==> config.mk <==
export PLATFORM = sky130hd
export DESIGN_NAME = compare_scheduler
export DESIGN_NICKNAME = d
export VERILOG_FILES = /design/src/rtl/compare_scheduler.sv
export SDC_FILE = /design/constraint.sdc
export NUM_CORES = 1
export LEC_CHECK = 0
export BUFFER_PORTS_ARGS = -buffer_cell sky130_fd_sc_hd__buf_2
export CORE_AREA = 2 2 133 135
export DETAILED_ROUTE_END_ITERATION = 8
export DIE_AREA = 0 0 135 137
export GPL_TIMING_DRIVEN = 0
export PLACE_DENSITY_LB_ADDON = 0.3
export SYNTH_ARGS = -nofsm -noshare
export SYNTH_HDL_FRONTEND = slang
export SYNTH_SLANG_ARGS = --single-unit
==> constraint.sdc <==
create_clock -name iClk -period 3.1 [get_ports iClk]
set_input_delay 0.155 -clock iClk [delete_from_list [all_inputs] [get_ports iClk]]
set_output_delay 0.155 -clock iClk [all_outputs]
set_load 0.02 [all_outputs]
==> src/rtl/compare_scheduler.sv <==
// Round-robin front end for a shared iterative comparator: grants one
// requester at a time, holds its operands, and returns the result or a timeout.
module compare_scheduler #(
    parameter int iW      = 32,
    parameter int NREQ    = 4,
    parameter int TIMEOUT = 40
) (
    input  logic               iClk,
    input  logic               iRst,
    input  logic [NREQ-1:0]    iReq,
    input  logic [NREQ*iW-1:0] iDataX,
    input  logic [NREQ*iW-1:0] iDataY,
    output logic               oCmpEnable,
    output logic [iW-1:0]      oCmpX,
    output logic [iW-1:0]      oCmpY,
    input  logic [1:0]         iCmpMode,
    output logic [NREQ-1:0]    oAck,
    output logic [1:0]         oResult,
    output logic               oErr,
    output logic [1:0]         oGrant,
    output logic               oBusy
);

    typedef enum logic [1:0] {
        IDLE = 2'd0,
        RUN  = 2'd1,
        DONE = 2'd2
    } state_t;

    state_t     state;
    state_t     state_nxt;
    logic [7:0] cnt;
    logic [1:0] last;
    logic [1:0] pick;
    logic       found;
    logic       any_req;
    logic       mode_valid;
    logic       timed_out;

    assign any_req    = |iReq;
    assign mode_valid = (iCmpMode != 2'b00);
    assign timed_out  = (cnt == 8'(TIMEOUT));

    // Search starts just after the last grant, so the last winner ranks lowest.
    always_comb begin
        found = 1'b0;
        pick  = last;
        for (int i = 1; i <= NREQ; i++) begin
            if (!found && iReq[last + 2'(i)]) begin
                found = 1'b1;
                pick  = last + 2'(i);
            end
        end
    end

    always_ff @(posedge iClk or posedge iRst) begin
        if (iRst) begin
            state <= IDLE;
        end else begin
            state <= state_nxt;
        end
    end

    always_comb begin
        state_nxt = state;
        unique case (state)
            IDLE: if (any_req) state_nxt = RUN;
            RUN:  if (mode_valid || timed_out) state_nxt = DONE;
            DONE: state_nxt = IDLE;
            default: state_nxt = IDLE;
        endcase
    end

    always_ff @(posedge iClk or posedge iRst) begin
        if (iRst) begin
            oCmpEnable <= 1'b0;
            oCmpX      <= '0;
            oCmpY      <= '0;
            oAck       <= '0;
            oResult    <= 2'b00;
            oErr       <= 1'b0;
            oGrant     <= 2'd0;
            oBusy      <= 1'b0;
            cnt        <= '0;
            last       <= 2'(NREQ - 1);
        end else begin
            oAck <= '0;
            unique case (state)
                IDLE: begin
                    if (any_req) begin
                        last       <= pick;
                        oGrant     <= pick;
                        oCmpX      <= iDataX[pick*iW +: iW];
                        oCmpY      <= iDataY[pick*iW +: iW];
                        oCmpEnable <= 1'b1;
                        oBusy      <= 1'b1;
                        cnt        <= '0;
                    end
                end
                RUN: begin
                    cnt <= cnt + 8'd1;
                    // A valid mode wins over a timeout landing on the same edge.
                    if (mode_valid) begin
                        oResult    <= iCmpMode;
                        oErr       <= 1'b0;
                        oCmpEnable <= 1'b0;
                        oAck       <= NREQ'(1) << oGrant;
                    end else if (timed_out) begin
                        oResult    <= 2'b00;
                        oErr       <= 1'b1;
                        oCmpEnable <= 1'b0;
                        oAck       <= NREQ'(1) << oGrant;
                    end
                end
                DONE: begin
                    oBusy <= 1'b0;
                end
                default: begin
                    oBusy      <= 1'b0;
                    oCmpEnable <= 1'b0;
                end
            endcase
        end
    end

endmodule

Yosys cells after proc, flatten, opt, wreduce, memory -nomap -nowiden
Index checks and enable logic that the tools add are counted.

Magnitude comparators: 4. Shift-type cells: 3. Reduce and logical (&&, ||, !) cells: 18. Divide/modulo/power cells: 0. Bitwise gates (word level): 2. Multiplexer cells: 32. Eq/ne operators: 6. $add $sub $neg: 4. Multiply operators: 0.

Operators with widths (count): $shiftx A128 B8 Y32 (2); $mux W2 (8); $pmux W8 S2 (1); $lt A2 B3 Y1 const B (4); $mux W1 (12); $mux W4 (3); $reduce_and A2 Y1 (5); $add A8 B1 Y8 const B (1); $bmux W1 S2 (4); $eq A8 B6 Y1 const B (1); $mux W8 (1); $reduce_bool A2 Y1 (3); $add A2 B2 Y2 const B (2); $ne A2 B2 Y1 const B (2); $pmux W2 S2 (1); $reduce_or A4 Y1 (1); $shl A1 B2 Y4 const A (1); $logic_and A1 B1 Y1 (3); $logic_not A1 Y1 (3); $ne A3 B3 Y1 const B (1); $pmux W1 S3 (1); $reduce_and A3 Y1 (1); $add A2 B1 Y2 const B (1); $eq A2 B1 Y1 const B (1); other kinds (5) (6).

Bits of input ports: 264. Memory bits (read-only): 0. Memories kept: 0. Word-level logic and storage cells: 80. Bits in latches: 0. Output and inout bits: 75. Memory bits (writable): 0. Bits in registers: 87.

Depth between registers and ports, before layout
Word-level depth: 14. Depth in mapped cells: 8.

Least setup slack after synthesis
Ideal clock, no wire load.

Kind: register to register. Start: register last[1]. End: register oCmpY[10]. Clock period less this slack: 1731 ps. Buffers on the path: 2. Arrival time: 1588 ps. Setup time: 142 ps. Data required time: 2958 ps. Slack: 1369 ps. Cell stages (with the launch flop): 7. Cell sequence: dfstp_2 > mux2i_1 > o221ai_4 > buf_12 > buf_12 > mux2i_1 > o221ai_1.

Longest elaborated chain between the ends: 14.

Ends and longest elaborated chain: start: declaration (line 33) `logic [1:0] last;`; start signal: assignment (line 85) `last <= 2'(NREQ - 1);`; start signal: assignment (line 91) `last <= pick;`; $add A2 B1 Y2 (line 49, 51); $bmux W1 S2 (line 49) `if (!found && iReq[last + 2'(i)]) begin`; $mux W1 (implied by the code) (line 49); $mux W1 (line 49); $logic_not A1 Y1 (line 49); $logic_and A1 B1 Y1 (line 49); $mux W1 (line 49); $logic_not A1 Y1 (line 49); $logic_and A1 B1 Y1 (line 49); $mux W1 (line 49); $logic_not A1 Y1 (line 49); $logic_and A1 B1 Y1 (line 49); $mux W2 (*) (line 49); $shiftx A128 B8 Y32 (*) (line 94) `oCmpY <= iDataY[pick*iW +: iW];`; end signal: assignment (line 94); end: declaration (line 15) `output logic [iW-1:0] oCmpY,`.

Every way passes the cells marked *; elsewhere a longest branch is shown, timed or not. The select of a mux whose other input is x is not followed. A chain may end at the register's enable or synchronous reset.

Worst setup path after layout
Start: register last[1]. End: register oCmpX[31].

Longest elaborated chain between the ends: 14.

Ends and longest elaborated chain: $add A2 B1 Y2 (line 49, 51); $bmux W1 S2 (line 49); $mux W1 (implied by the code) (line 49); $mux W1 (line 49); $logic_not A1 Y1 (line 49); $logic_and A1 B1 Y1 (line 49); $mux W1 (line 49); $logic_not A1 Y1 (line 49); $logic_and A1 B1 Y1 (line 49); $mux W1 (line 49); $logic_not A1 Y1 (line 49); $logic_and A1 B1 Y1 (line 49); $mux W2 (*) (line 49); $shiftx A128 B8 Y32 (*) (line 93) `oCmpX <= iDataX[pick*iW +: iW];`; end signal: assignment (line 93); end: declaration (line 14) `output logic [iW-1:0] oCmpX,`.

Marks and branches as above.

==> results.toml <==
[power]
p_leak_nw = 3.96
p_int_mw = 4.09
power_density_mw_per_mm2 = 1020
power.switching_mw = 3.43
finalPower_mw = 7.53
p_seq_share_pct = 26.6
switching_share_pct = 45.6
comb_power_share_pct = 58.5
clkPwrFrac_pct = 15.0
max-vdd-ir-drop_mv = 0.431

[finish]
regArea_mm2 = 0.00218
drive_gt1_share_pct = 47.8
syn_to_final_growth_pct = 45.9
fillers = 1669
nets = 1077
multi_input_area_mm2 = 0.00252
utilization_pct = 43.5

[synthesis]
synth_area_mm2 = 0.00508
synth_mux_area_share_pct = 25.4
synth_top_family_by_area = "multiplexers"
synth_xor_area_share_pct = 0.345
ys.warnings.count = 0
synthAdderAreaFrac_pct = 0.492
synth_cells = 460
yosysTopAreaCellShare_pct = 41.8
synth-seq-cells = 87
yosys.area_share.simple_pct = 8.54
yosysTopAreaCell = "dfrtp_1"
synth_compound_area_share_pct = 14.7
ys_types = 37
yosysSeqAreaShare_pct = 42.9
yosys-top-cells-area = "dfrtp_1 42%, mux2i_1 25%, o221ai_1 11%"
syn_avg_cell_area_um2 = 11.1
synthesis.nets = 726

[floorplan]
die_w_um = 135
die-area_mm2 = 0.0185
rows = 48
die_y_um = 137
coreArea_mm2 = 0.0171
ioPinCount = 339
start_util_pct = 29.8

[drt]
wl_per_cell_um = 17.0
wl_um = 17800
first_pass_iters = 4
via_per_inst = 4.78
vias = 4992
drt_iter0_markers = 242
route.detailed.drc = 0
antenna_left = 0

[outcome]
outcome = "complete, no violations"

[clocking]
htreeDepth = 3
ctsHoldBuffers = 1
cts-root-buf = "clkbuf_16"
path_clk_slew_ns = 0.08
cts.sinks = 87
cts-resized-gates = 0
cts_setup_buffers = 0
ctsLongestPathBuffers = 2
cts_tree = "yes"
cts_buffers = 9
clock_latency_ns = 0.35

[grt]
grt_start_max_net_pins = 53
grt_pass1_wl_um = 26100
grt_pass1_vias = 4907
use_met2_pct = 32.8
gr-usage-all-layers_pct = 18.4
gr-max-usage-layer = "met2"
antenna_found_initial = 3
grt_remaining_overflow = 0
grt_use_met3_pct = 3.63
grtUsageMet1_pct = 21.8

[sta]
final.setup_skew_ns = 0.00688
finalHoldViolations = 0
fmax_mhz = 504
rsz0062_at_grt = "false"
period_share_pct = 64.0
slew_violations = 0
slew_headroom_pct = 56.5
worstMarginPinSlew_ns = 0.653
fin_crit_ns = 1.98
setup_viol = 0
hold_ws_ns = 0.0562

[worst_setup_path]
critPathMaxStageDelay_ns = 0.60
critical_path_class = "register to register"
worst_ep_required_time_ns = 3.32
start_kind = "register"
path_cells = "a21oi_1 -> a31oi_1 -> a21oi_1 -> nand2_1 -> buf_2 -> buf_2 -> o221ai_1"
endpoint_kind = "register"
crit_start = "last[1]$_DFFE_PP1P_"
cp.arrival_ns = 2.20
slowest_stage = "dfstp_2"
path_max_fanout = 10
r2r-start = "last[1]$_DFFE_PP1P_"

[place]
gp_congestion = 0.805
place_hpwl_um = 14000
io_buffers = 338

[hold_path]
worst_hold_path_type = "input port to register"
holdCritStartpoint = "iCmpMode[1]"

[flow_run]
maxCapViolations = 0
==> stage by stage <==
step / instance area (µm²) / setup TNS (ns) / worst slack (ns) / instances
after floorplan: 5080 / 0 / 0.698 / 460
after global placement: 7060 / -41.77 / -0.502 / 1023
after detailed placement: 7090 / 0 / 1.05 / 1024
after CTS: 7410 / 0 / 1.08 / 1041
after global routing: 7410 / 0 / 0.965 / 1042
final: 7420 / 0 / 1.12 / 1044
==> critical path, delay by kind of cell, from the launching register on <==
| family | cells | cell delay (ns) |
|---|---|---|
| AOI/OAI and AO/OA | 4 | 0.48 |
| and+or+nand+nor | 1 | 0.15 |
| DFF | 1 | 0.60 |
| buffers and inverters | 2 | 0.61 |
==> state kept, by name (all words and copies together), names as in the netlist <==
| name | flops |
|---|---|
| oGrant | 2 |
| oCmpEnable | 1 |
| oAck | 4 |
| oErr | 1 |
| oBusy | 1 |
| oCmpX | 32 |
| cnt | 8 |
| last | 2 |
| oCmpY | 32 |
| state | 2 |
| oResult | 2 |
==> synthesized netlist by cell type, drive strengths merged <==
| cell | count |
|---|---|
| or3 | 1 |
| a22o | 3 |
| nor3 | 3 |
| dfrtp | 85 |
| nor4 | 1 |
| dfstp | 2 |
| inv | 9 |
| o31ai | 2 |
| clkbuf | 10 |
| a31oi | 1 |
| xor2 | 2 |
| o211ai | 1 |
| mux2i | 129 |
| buf | 26 |
| nand2b | 2 |
| nand3 | 7 |
| a21o | 2 |
| a22oi | 1 |
| o22a | 1 |
| o221ai | 65 |
| ha | 2 |
| nand3b | 1 |
| a21oi | 4 |
| o21ai | 10 |
| nand4 | 1 |
| or4b | 1 |
| and3 | 2 |
| nor2 | 8 |
| nand2 | 78 |
==> cells in the final DEF (no fill, tap or decap), types with 4 or more instances in the layout <==
cell       synthesis  routed
clkbuf_1           8       8
o21ai_0            7       7
buf_2             13     351
buf_12            11      11
inv_1              7       6
dfrtp_1           85      85
nand2_1           78      78
nor2_1             8       8
a21oi_1            4       4
mux2i_1          129     129
nand3_1            7       7
o221ai_1          64      64
clkbuf_16          0       9
==> cell families after synthesis <==
group | Yosys count
mux | 129
simple gates | 105
xor+xnor | 2
buf+inv | 45
flops | 87
fa+ha+maj | 2
compound gates | 90
==> power by group through the flow <==
stage	combinational, mW	sequential (mW)	clock [mW]
finish	4.40	2.00	1.13
global route	4.77	2.06	1.21
CTS	4.48	2.00	1.17
detailed placement	4.49	2.00	0
global placement	4.44	2.01	0
floorplan	2.50	2.56	0
==> final timing paths <==
path	to	slack (ns)	depth (start not counted)
max in group asynchronous	last[1]$_DFFE_PP1P_	2.02	4
max	oCmpX[31]$_DFFE_PP0P_	1.12	7
min reg2reg	oCmpX[13]$_DFFE_PP0P_	0.49	2
min in group asynchronous	oCmpX[22]$_DFFE_PP0P_	0.39	3
min	oResult[1]$_DFFE_PP0P_	0.06	2
max reg2reg	oCmpX[31]$_DFFE_PP0P_	1.12	7
==> cell type report <==
type                       count  share of cell area [%]
multi-input combinational    328                    33.9
sequential                    87                    29.4
timing repair buffer         340                    23.3
buffer                        36                    4.77
tap                          225                    3.80
clock buffer                   9                    3.04
clock inverter                 7                    1.16
inverter                       9                   0.489
antenna                        3                   0.101
==> per-layer routing <==
layer / part of all wire, % / wire (µm)
met5: 0 / 0
met4: 2.0 / 355
met3: 6.3 / 1120
met2: 51 / 9040
met1: 41 / 7250
No activity file was read; power rests on OpenSTA's default activity.
